`config.mk`:
```
export PLATFORM = sky130hd
export DESIGN_NAME = alu_regfile_seq
export DESIGN_NICKNAME = d
export VERILOG_FILES = /design/src/rtl/alu_regfile_seq.sv
export SDC_FILE = /design/constraint.sdc
export NUM_CORES = 1
export LEC_CHECK = 0
export BUFFER_PORTS_ARGS = -buffer_cell sky130_fd_sc_hd__clkbuf_2
export CORE_MARGIN = 2
export CORE_UTILIZATION = 59
export CTS_CLUSTER_SIZE = 25
export DETAILED_ROUTE_END_ITERATION = 10
export PLACE_DENSITY = 0.84
export SYNTH_ARGS = -nofsm -noshare
export SYNTH_HDL_FRONTEND = slang
export SYNTH_SLANG_ARGS = --single-unit
```
`constraint.sdc`:
```
create_clock -name clk -period 4.1 [get_ports clk]
set_input_delay 0.615 -clock clk [delete_from_list [all_inputs] [get_ports clk]]
set_output_delay 0.615 -clock clk [all_outputs]
set_load 0.005 [all_outputs]
```
`src/rtl/alu_regfile_seq.sv`:
```
// alu_regfile_seq
// Register file, flag register and command sequencer that sits around the
// 8-bit combinational ALU. It takes one command at a time, feeds the ALU from
// registered operand ports, writes the result back and presents it downstream.
//
// Optional feature macro: ALU_SAT_EN
//   When defined, ADD/SUB results that overflow are clamped to 8'h7F / 8'h80.
//
// Ports:
//   clk, rst              clock and synchronous active-high reset
//   cmd_valid/cmd_ready   upstream command handshake
//   cmd_op/dst/src        opcode, destination (operand A) and source register
//   cmd_imm_sel/cmd_imm   operand B select and immediate value
//   cmd_use_c             feed the C flag into the ALU carry-in
//   alu_op/a/b/ci         registered drive to the ALU
//   alu_result/co/ov      ALU outputs sampled at the end of EXEC
//   res_valid/res_ready   downstream result handshake
//   res_data              value written back (NOP: current R[dst])
//   flags                 {N,Z,V,C}
module alu_regfile_seq #(
  parameter int          NREGS     = 4,
  parameter logic [7:0]  RESET_VAL = 8'h00,
  localparam int         AW        = $clog2(NREGS)
) (
  input  logic          clk,
  input  logic          rst,
  input  logic          cmd_valid,
  output logic          cmd_ready,
  input  logic [2:0]    cmd_op,
  input  logic [AW-1:0] cmd_dst,
  input  logic [AW-1:0] cmd_src,
  input  logic          cmd_imm_sel,
  input  logic [7:0]    cmd_imm,
  input  logic          cmd_use_c,
  output logic [2:0]    alu_op,
  output logic [7:0]    alu_a,
  output logic [7:0]    alu_b,
  output logic          alu_ci,
  input  logic [7:0]    alu_result,
  input  logic          alu_co,
  input  logic          alu_ov,
  output logic          res_valid,
  input  logic          res_ready,
  output logic [7:0]    res_data,
  output logic [3:0]    flags
);

  localparam logic [2:0] OP_NOP = 3'b000;
  localparam logic [2:0] OP_LD  = 3'b001;
  localparam logic [2:0] OP_ADD = 3'b010;
  localparam logic [2:0] OP_SUB = 3'b011;

  typedef enum logic [1:0] {IDLE, EXEC, RESP} state_t;

  state_t        state;
  state_t        state_next;
  logic [7:0]    regs [NREGS];
  logic [AW-1:0] dst_q;
  logic [7:0]    wb_val;
  logic          wb_en;
  logic [3:0]    flags_next;

  always_ff @(posedge clk) begin
    if (rst) state <= IDLE;
    else     state <= state_next;
  end

  always_comb begin
    state_next = state;
    case (state)
      IDLE:    if (cmd_valid) state_next = EXEC;
      EXEC:    state_next = RESP;
      RESP:    if (res_ready) state_next = IDLE;
      default: state_next = IDLE;
    endcase
  end

  // cmd_ready is suppressed combinationally during reset so nothing is
  // accepted on the reset edge even though the state still reads IDLE.
  always_comb begin
    cmd_ready = (state == IDLE) && !rst;
  end

  // Write-back value and flag update, evaluated during EXEC from the
  // registered ALU operands and the ALU's combinational outputs.
  // flags bit order: [3]=N [2]=Z [1]=V [0]=C.
  always_comb begin
    wb_val     = alu_result;
    wb_en      = 1'b1;
    flags_next = flags;
    case (alu_op)
      OP_NOP: begin
        wb_val = regs[dst_q];
        wb_en  = 1'b0;
      end
      OP_LD: begin
        wb_val = alu_b;
      end
      OP_ADD, OP_SUB: begin
        wb_val = alu_result;
`ifdef ALU_SAT_EN
        // Overflow direction follows the sign of operand A.
        if (alu_ov) wb_val = alu_a[7] ? 8'h80 : 8'h7F;
`endif
        flags_next[1] = alu_ov;
        flags_next[0] = alu_co;
      end
      default: begin
        flags_next[1:0] = 2'b00;
      end
    endcase
    if (alu_op != OP_NOP) begin
      flags_next[3] = wb_val[7];
      flags_next[2] = (wb_val == 8'h00);
    end
  end

  // Operand B and carry-in are resolved at acceptance, so later register
  // updates cannot disturb an operation already in flight.
  always_ff @(posedge clk) begin
    if (rst) begin
      for (int i = 0; i < NREGS; i++) regs[i] <= RESET_VAL;
      flags     <= 4'b0000;
      alu_op    <= 3'b000;
      alu_a     <= 8'h00;
      alu_b     <= 8'h00;
      alu_ci    <= 1'b0;
      dst_q     <= '0;
      res_valid <= 1'b0;
      res_data  <= 8'h00;
    end else begin
      case (state)
        IDLE: begin
          if (cmd_valid) begin
            alu_op <= cmd_op;
            alu_a  <= regs[cmd_dst];
            alu_b  <= cmd_imm_sel ? cmd_imm : regs[cmd_src];
            alu_ci <= cmd_use_c & flags[0];
            dst_q  <= cmd_dst;
          end
        end
        EXEC: begin
          if (wb_en) regs[dst_q] <= wb_val;
          flags     <= flags_next;
          res_data  <= wb_val;
          res_valid <= 1'b1;
        end
        RESP: begin
          if (res_ready) res_valid <= 1'b0;
        end
        default: ;
      endcase
    end
  end

endmodule

```
Yosys cells after proc, flatten, opt, wreduce, memory -nomap -nowiden
Memory sizes are Yosys's and may differ from the RTL's. A register that Yosys moved wholly into a read port is not among the register bits.
Cells that the tools add are included.
{ "word_totals": {"out_inout_bits": 34, "register_bits": 29, "wordCells": 53, "ramBits": 32, "n_memories": 1} }
{ "classes": {"muxes": 19, "eq_ne": 7, "n_bitwise": 2, "n_reduce_logical": 15} }
{ "mem_list": {"columns": ["memory", "words", "word_bits", "rd", "rd_clocked_by_memory_dff", "write_ports", "line_no", "source"], "rows": [
  ["regs", 4, 8, 3, 2, 4, "57", "logic [7:0] regs [NREGS];"]
]} }
{ "ops": {"columns": ["operator", "count"], "rows": [
  ["8-bit two-way mux", 2],
  ["8-bit case mux with 2 select lines", 1],
  ["2-bit two-way mux", 5],
  ["2-bit AND reduction", 5],
  ["8-bit logical NOT", 1],
  ["1-bit two-way mux", 8],
  ["8-bit OR reduction", 1],
  ["3-bit by 2-bit equality test with 1-bit output (second input constant)", 2],
  ["2-bit case mux with 3 select lines", 1],
  ["2-bit != test (second input constant)", 2],
  ["2-bit case mux with 2 select lines", 1],
  ["2-bit OR reduction", 2],
  ["3-bit by 1-bit equality test with 1-bit output (second input constant)", 1],
  ["3-bit logical NOT", 1],
  ["3-bit nonzero test", 1],
  ["2-bit by 1-bit equality test with 1-bit output (second input constant)", 1],
  ["2-bit equality test (second input constant)", 1],
  ["2-bit logical NOT", 1],
  ["1-bit case mux with 2 select lines", 1],
  ["2-bit nonzero test", 1],
  ["1-bit AND", 1],
  ["1-bit logical AND", 1],
  ["1-bit logical NOT", 1],
  ["1-bit inverter", 1]
]} }

Logic depth before layout (Yosys ltp)
Gate-level depths: netlist (run 1).
{ "depth": {"word_depth": 7, "mapped_depth": 6} }

Worst setup path before layout (run 1)
Ideal clock, no wire load.
{ "synth_timing": {"path_type": "input -> register", "from": "input rst", "to": "memory regs[1][0], enable pin", "path_buffers": 1, "slack_ps": 2031, "t_arrival_ps": 1735, "stages": 4, "path_cell_list": "or3_4 or3b_1 buf_6 nand2b_1"} }
{ "synth_lines": {"columns": ["item", "line_no", "source"], "rows": [
  ["start, declared", "26", "input logic rst,"],
  ["end, declared", "57", null]
]} }

==> results of run 1 <==
-- cell usage after synthesis (all sizes together) (2+ instances only) --
library cell | instances | share of area
o31ai | 3 | 0.0065
a211o | 3 | 0.0076
nor3 | 3 | 0.0043
edfxtp | 32 | 0.28
clkbuf | 14 | 0.015
a211oi | 4 | 0.0087
and2 | 4 | 0.0072
nand2 | 41 | 0.044
mux2i | 12 | 0.035
mux4 | 22 | 0.14
buf | 12 | 0.020
nor2 | 39 | 0.043
a21oi | 25 | 0.036
or3 | 2 | 0.0051
o21ai | 14 | 0.020
o211ai | 3 | 0.0065
nand2b | 15 | 0.027
o21a | 2 | 0.0043
or3b | 3 | 0.0076
o22ai | 3 | 0.0054
nor2b | 2 | 0.0036
a31o | 2 | 0.0051
o32ai | 2 | 0.0051
dfxtp | 39 | 0.23
a22oi | 7 | 0.015
inv | 3 | 0.0033
-- registers in the layout, summed over array words and instances (netlist names), named ones only --
name       count
dst_q          2
res_data       8
state          2
flags          4
alu_op         3
alu_ci         1
alu_a          8
regs          32
alu_b          8
res_valid      1
-- through the flow --
step / util / hold WS, ns / setup WS (ns) / total power [W] / cell area [um^2]
2_1_floorplan: - / 0.4527 / 2.031 / 0.0009726 / 3463
3_3_place_gp: 0.6743 / 0.4422 / 1.700 / 0.001051 / 3759
3_5_place_dp: 0.6743 / 0.4482 / 1.531 / 0.001058 / 3759
4_1_cts: 0.7095 / 0.4583 / 1.523 / 0.001601 / 3955
5_1_grt: 0.7095 / 0.4767 / 1.338 / 0.001664 / 3955
6_report: 0.7095 / 0.4555 / 1.499 / 0.001596 / 3955
-- power groups by stage --
stage | Sequential (W) | Clock, W | Combinational, W
global route | 0.000825 | 0.000592 | 0.000247
global placement | 0.000832 | 0 | 0.000219
floorplan | 0.000817 | 0 | 0.000156
finish | 0.000820 | 0.000549 | 0.000227
detailed placement | 0.000834 | 0 | 0.000224
CTS | 0.000819 | 0.000557 | 0.000225
-- kinds of logic (layout without fill, tap and decap cells) --
| logic type | after synthesis | in the layout |
|---|---|---|
| AO/OA/AOI/OAI | 70 | 70 |
| buffers and inverters | 29 | 84 |
| flip-flops | 71 | 71 |
| multiplexers | 34 | 34 |
| AND/OR/NAND/NOR | 115 | 115 |
-- critical path, stage by stage, from the launching register on --
cell and delay [ns]:
dfxtp_1 0.64, nor3_1 0.21, or3_4 0.51, or3b_1 0.55
nand2b_1 0.35
-- layer usage --
| layer | GRT usage | vias up | wire, um |
|---|---|---|---|
| met1 | 0.3710 | 1277 | 3470 |
| met2 | 0.4550 | 188 | 4067 |
| li1 | - | 1270 | - |
| met3 | 0.07978 | 24 | 795 |
| met4 | 0.1356 | 0 | 271 |
| met5 | 0 | - | 0 |
-- final timing paths --
path	endpoint	slack, ns	from
worst max-delay path	regs[1][5]	1.50	alu_op[0]
worst min-delay path	alu_a[3]	0.46	alu_a[3]
worst min register to register	alu_a[3]	0.46	alu_a[3]
worst max register to register	regs[1][5]	1.50	alu_op[0]
-- cell type report --
type	instances	area [um^2]	share of cell area
inverters	3	11.26	0.002847
well taps	72	90.09	0.02278
clock buffers	9	123.9	0.03132
clock inverters	7	72.57	0.01835
multi-input cells	219	1588	0.4015
repair buffers	65	327.8	0.08289
flip-flops and latches	71	1742	0.4404
==> reports/metrics.csv, run 1 <==
metric,value,unit
status,completed,
power.clock.fraction,0.344,
critPathLaunchType,register,
yosys_warnings,0,
start_util,0.6213,
rsz0062_at_grt,false,
worstPathArrival,2.61,ns
avgSynthCellArea,10.86,um^2
synth_xor_area_frac,0,
finalCriticalPeriod,2.601,ns
synth-seq-cells,71,
nFillCells,402,
synth_top_family_by_area,multiplexers,
drt_iter0_drc,289,
dp_hpwl,6268,um
via_per_inst,6.186,
io_buffers,64,
power_leakage,1.544,nW
timing.setup.tns,0,ns
synth_seq_area_share,0.5029,
grt_pass1_wl,13280,um
syn_nets,350,
numClockSinks,71,
maxSlewViolCount,0,
rows,27,
yosys.area_share.simple,0.1553,
synth_fa_ha_area_frac,0,
maxCapViolations,0,
setup_viol,0,
post_cts_buffers,0,
cp-end-kind,register,
hold_violations,0,
antenna_found_initial,0,
async_flop_share,0,
htree_levels,3,
netSwitchingPower,0.0004397,W
critPathRequiredTime,4.11,ns
routed_wl,8604,um
grt_max_degree,42,
synth_edf_count,32,
reg2regPathDepth,4,
path_class,register to register,
synthFlopType,dfxtp_1,
hold_depth,2,
p_int,0.001157,W
slew_headroom,0.2466,
clock_latency,0.35,ns
instances_no_fill,446,
cts_buffers,9,
p_seq_frac,0.514,
wl_per_cell,19.29,um
mostFrequentLayoutCell,clkbuf_2,
crit_fanout,17,
gp_congestion,0.8745,
io_pins,65,
cts-root-buf,clkbuf_8,
dieArea,0.006499,mm^2
num_antenna_cells,0,
dp.cells,430,
vias,2759,
synth.distinct_cells,39,
cts_resized,0,
p_sw_frac,0.2755,
skew,0.008329,ns
die_h,80.62,um
synth_mux_area_frac,0.1777,
combPwrFrac,0.142,
fin_crit_sh,0.6343,
clk_pin_slew,0.08,ns
p_per_area,403.6,mW/mm^2
postRouteAntennaNets,0,
synthCells,319,
layout-drive-gt1-share,0.2914,
first_pass_iters,6,
core_area,0.005574,mm^2
clock.fmax,384.5,MHz
syn_to_final_growth,14.20,%
worst_slew_pin_slew,1.128,ns
final_cell_mix,"64 x clkbuf_2, 41 x nand2_1, 39 x dfxtp_1",
cts_hold_buf,0,
grt-ovfl-total,0,
grt_pass1_vias,2494,
peakVddDrop,0.2482,mV
grtUsageTotal,0.2889,
cts_max_path_buffers,2,
route.detailed.drc,0,
nets,400,
die_w,80.62,um
synth_compound_area_frac,0.1254,
hp-class,register to register,
syn_area,0.003463,mm^2
cts_tree,built,
(Power assumes the default switching activity.)
==> inputs of run 2 (changes only) <==
- CORE_UTILIZATION: 59 -> 55
- PLACE_DENSITY: 0.84 -> 0.79
- clock period: 4.1 -> 2.6 ns (I/O delays scaled with it)
==> reports/metrics.csv, run 2 (synthesized netlist as in run 1, its figures left out) <==
metric,value,unit,change
placed_area,0.003822,mm^2,+1.7%
hold_depth,3,,+1
clock_latency,0.35,ns,about the same
via_per_inst,6.182,,about the same
maxSlewViolCount,0,,unchanged
cts_tree,built,,
die_h,83.36,um,+3.4%
combPwrFrac,0.158,,+0.016
p_int,0.001735,W,+50%
nets,408,,+2.0%
core_area,0.005991,mm^2,+7.5%
power.clock.fraction,0.307,,-0.037
io_buffers,64,,unchanged
die_w,83.36,um,+3.4%
io_pins,65,,unchanged
skew,0.01274,ns,+0.004410 ns
syn_to_final_growth,14.96,%,
clk_pin_slew,0.07,ns,about the same
timing.setup.tns,0,ns,unchanged
p_seq_frac,0.535,,+0.021
layout-drive-gt1-share,0.2984,,+0.006985
route.detailed.drc,0,,unchanged
path_class,register to register,,
clock.fmax,457.9,MHz,+19%
cts_hold_buf,0,,unchanged
reg2regPathDepth,4,,unchanged
hp-class,input pin to register,,
top_register,regs,,
mostFrequentLayoutCell,clkbuf_2,,
hold_violations,0,,unchanged
report.power.total,0.002397,W,+50%
grt_pass1_wl,13590,um,+2.3%
worstPathArrival,2.19,ns,-0.42 ns
critPathLaunchType,register,,
grt_max_degree,42,,unchanged
p_per_area,602.0,mW/mm^2,+49%
cts_resized,0,,unchanged
maxCapViolations,0,,unchanged
drt_iter0_drc,207,,-28%
postRouteAntennaNets,0,,unchanged
largest_reg_flops,32,,unchanged
peakVddDrop,0.5854,mV,+140%
antenna_found_initial,0,,unchanged
post_cts_buffers,0,,unchanged
finalCriticalPeriod,2.184,ns,-0.4171 ns
htree_levels,3,,unchanged
final_cell_mix,"64 x clkbuf_2, 41 x nand2_1, 39 x dfxtp_1",,
worst_slew_pin_slew,0.9000,ns,-0.2278 ns
routed_wl,8415,um,-2.2%
cp-end-kind,register,,
numClockSinks,71,,unchanged
rsz0062_at_grt,false,,
multi_input_area,0.001588,mm^2,unchanged
cts_buffers,9,,unchanged
critPathRequiredTime,2.61,ns,-1.50 ns
wl_per_cell,18.41,um,-4.6%
status,completed,,
fin_area,0.003981,mm^2,+0.66%
dieArea,0.006948,mm^2,+6.9%
grt-ovfl-total,0,,unchanged
p_sw_frac,0.2763,,+0.0008558
dp_hpwl,6235,um,-0.53%
first_pass_iters,5,,-1
power_leakage,1.576,nW,+2.1%
num_antenna_cells,0,,unchanged
crit_fanout,13,,-4
vias,2825,,+2.4%
grtUsageTotal,0.2536,,-0.03527
start_util,0.5781,,-0.04321
gp_congestion,0.8907,,+1.9%
cts_max_path_buffers,2,,unchanged
rows,28,,+3.7%
regArea,0.001742,mm^2,unchanged
nFillCells,462,,+15%
grt_pass1_vias,2635,,+5.7%
fin_crit_sh,0.8399,,+0.2056
setup_viol,0,,unchanged
slew_headroom,0.4000,,+0.1534
netSwitchingPower,0.0006623,W,+51%
cts-root-buf,clkbuf_8,,
-- run 2: changes by cell type in the layout (fill, tap and decap cells not counted) --
cell,previous run,this run
buf_4,1,9
bufinv_16,1,0
clkbuf_1,0,3
clkinv_2,1,3
clkinvlp_2,1,0
clkinvlp_4,2,0
inv_6,1,0
-- run 2: path summary, 6_finish.rpt --
check | endpoint | slack (ns) | startpoint
max | regs[1][1] | 0.42 | state[1]
min | alu_op[2] | 0.29 | cmd_op[2]
max reg2reg | regs[1][1] | 0.42 | state[1]
min reg2reg | res_data[2] | 0.45 | res_data[2]
-- run 2: worst max-delay path, cell delays in order (launching register included) --
cell and delay [ns]:
dfxtp_1 0.36, nand2b_1 0.17, or3_4 0.42, or3b_1 0.54, nand2b_1 0.34
-- run 2: layout make-up --
cell class                 count  area share
clock buffer                  12     0.03394
clock inverter                 4    0.005971
inverter                       3    0.002828
multi-input combinational    219      0.3988
sequential                    71      0.4375
tap                           75     0.02357
timing repair buffer          73     0.09742
-- run 2: stage by stage --
| step | std cells | utilization | setup slack [ns] | hold WS, ns |
|---|---|---|---|---|
| 6_report | 457 | 0.6646 | 0.4163 | 0.2890 |
| 2_1_floorplan | 319 | - | 0.5843 | 0.4527 |
| 3_5_place_dp | 441 | 0.6381 | 0.3954 | 0.4472 |
| 5_1_grt | 457 | 0.6646 | 0.3012 | 0.2893 |
| 3_3_place_gp | 441 | 0.6381 | 0.4615 | 0.4435 |
| 4_1_cts | 457 | 0.6646 | 0.4214 | 0.2806 |
-- run 2: power by group through the flow --
| stage | Clock [W] | Combinational, W | Sequential (W) |
|---|---|---|---|
| after floorplan | 0 | 0.000246 | 0.00129 |
| after global placement | 0 | 0.000368 | 0.00130 |
| after detailed placement | 0 | 0.000374 | 0.00131 |
| after CTS | 0.000742 | 0.000376 | 0.00128 |
| after global routing | 0.000792 | 0.000411 | 0.00129 |
| final | 0.000736 | 0.000379 | 0.00128 |
-- run 2: routing by layer --
layer	up-vias	global-route usage	part of all wire
li1	1285	-	-
met1	1341	0.3391	0.41
met2	170	0.4010	0.47
met3	29	0.04573	0.089
met4	0	0.1237	0.034
met5	-	0	0
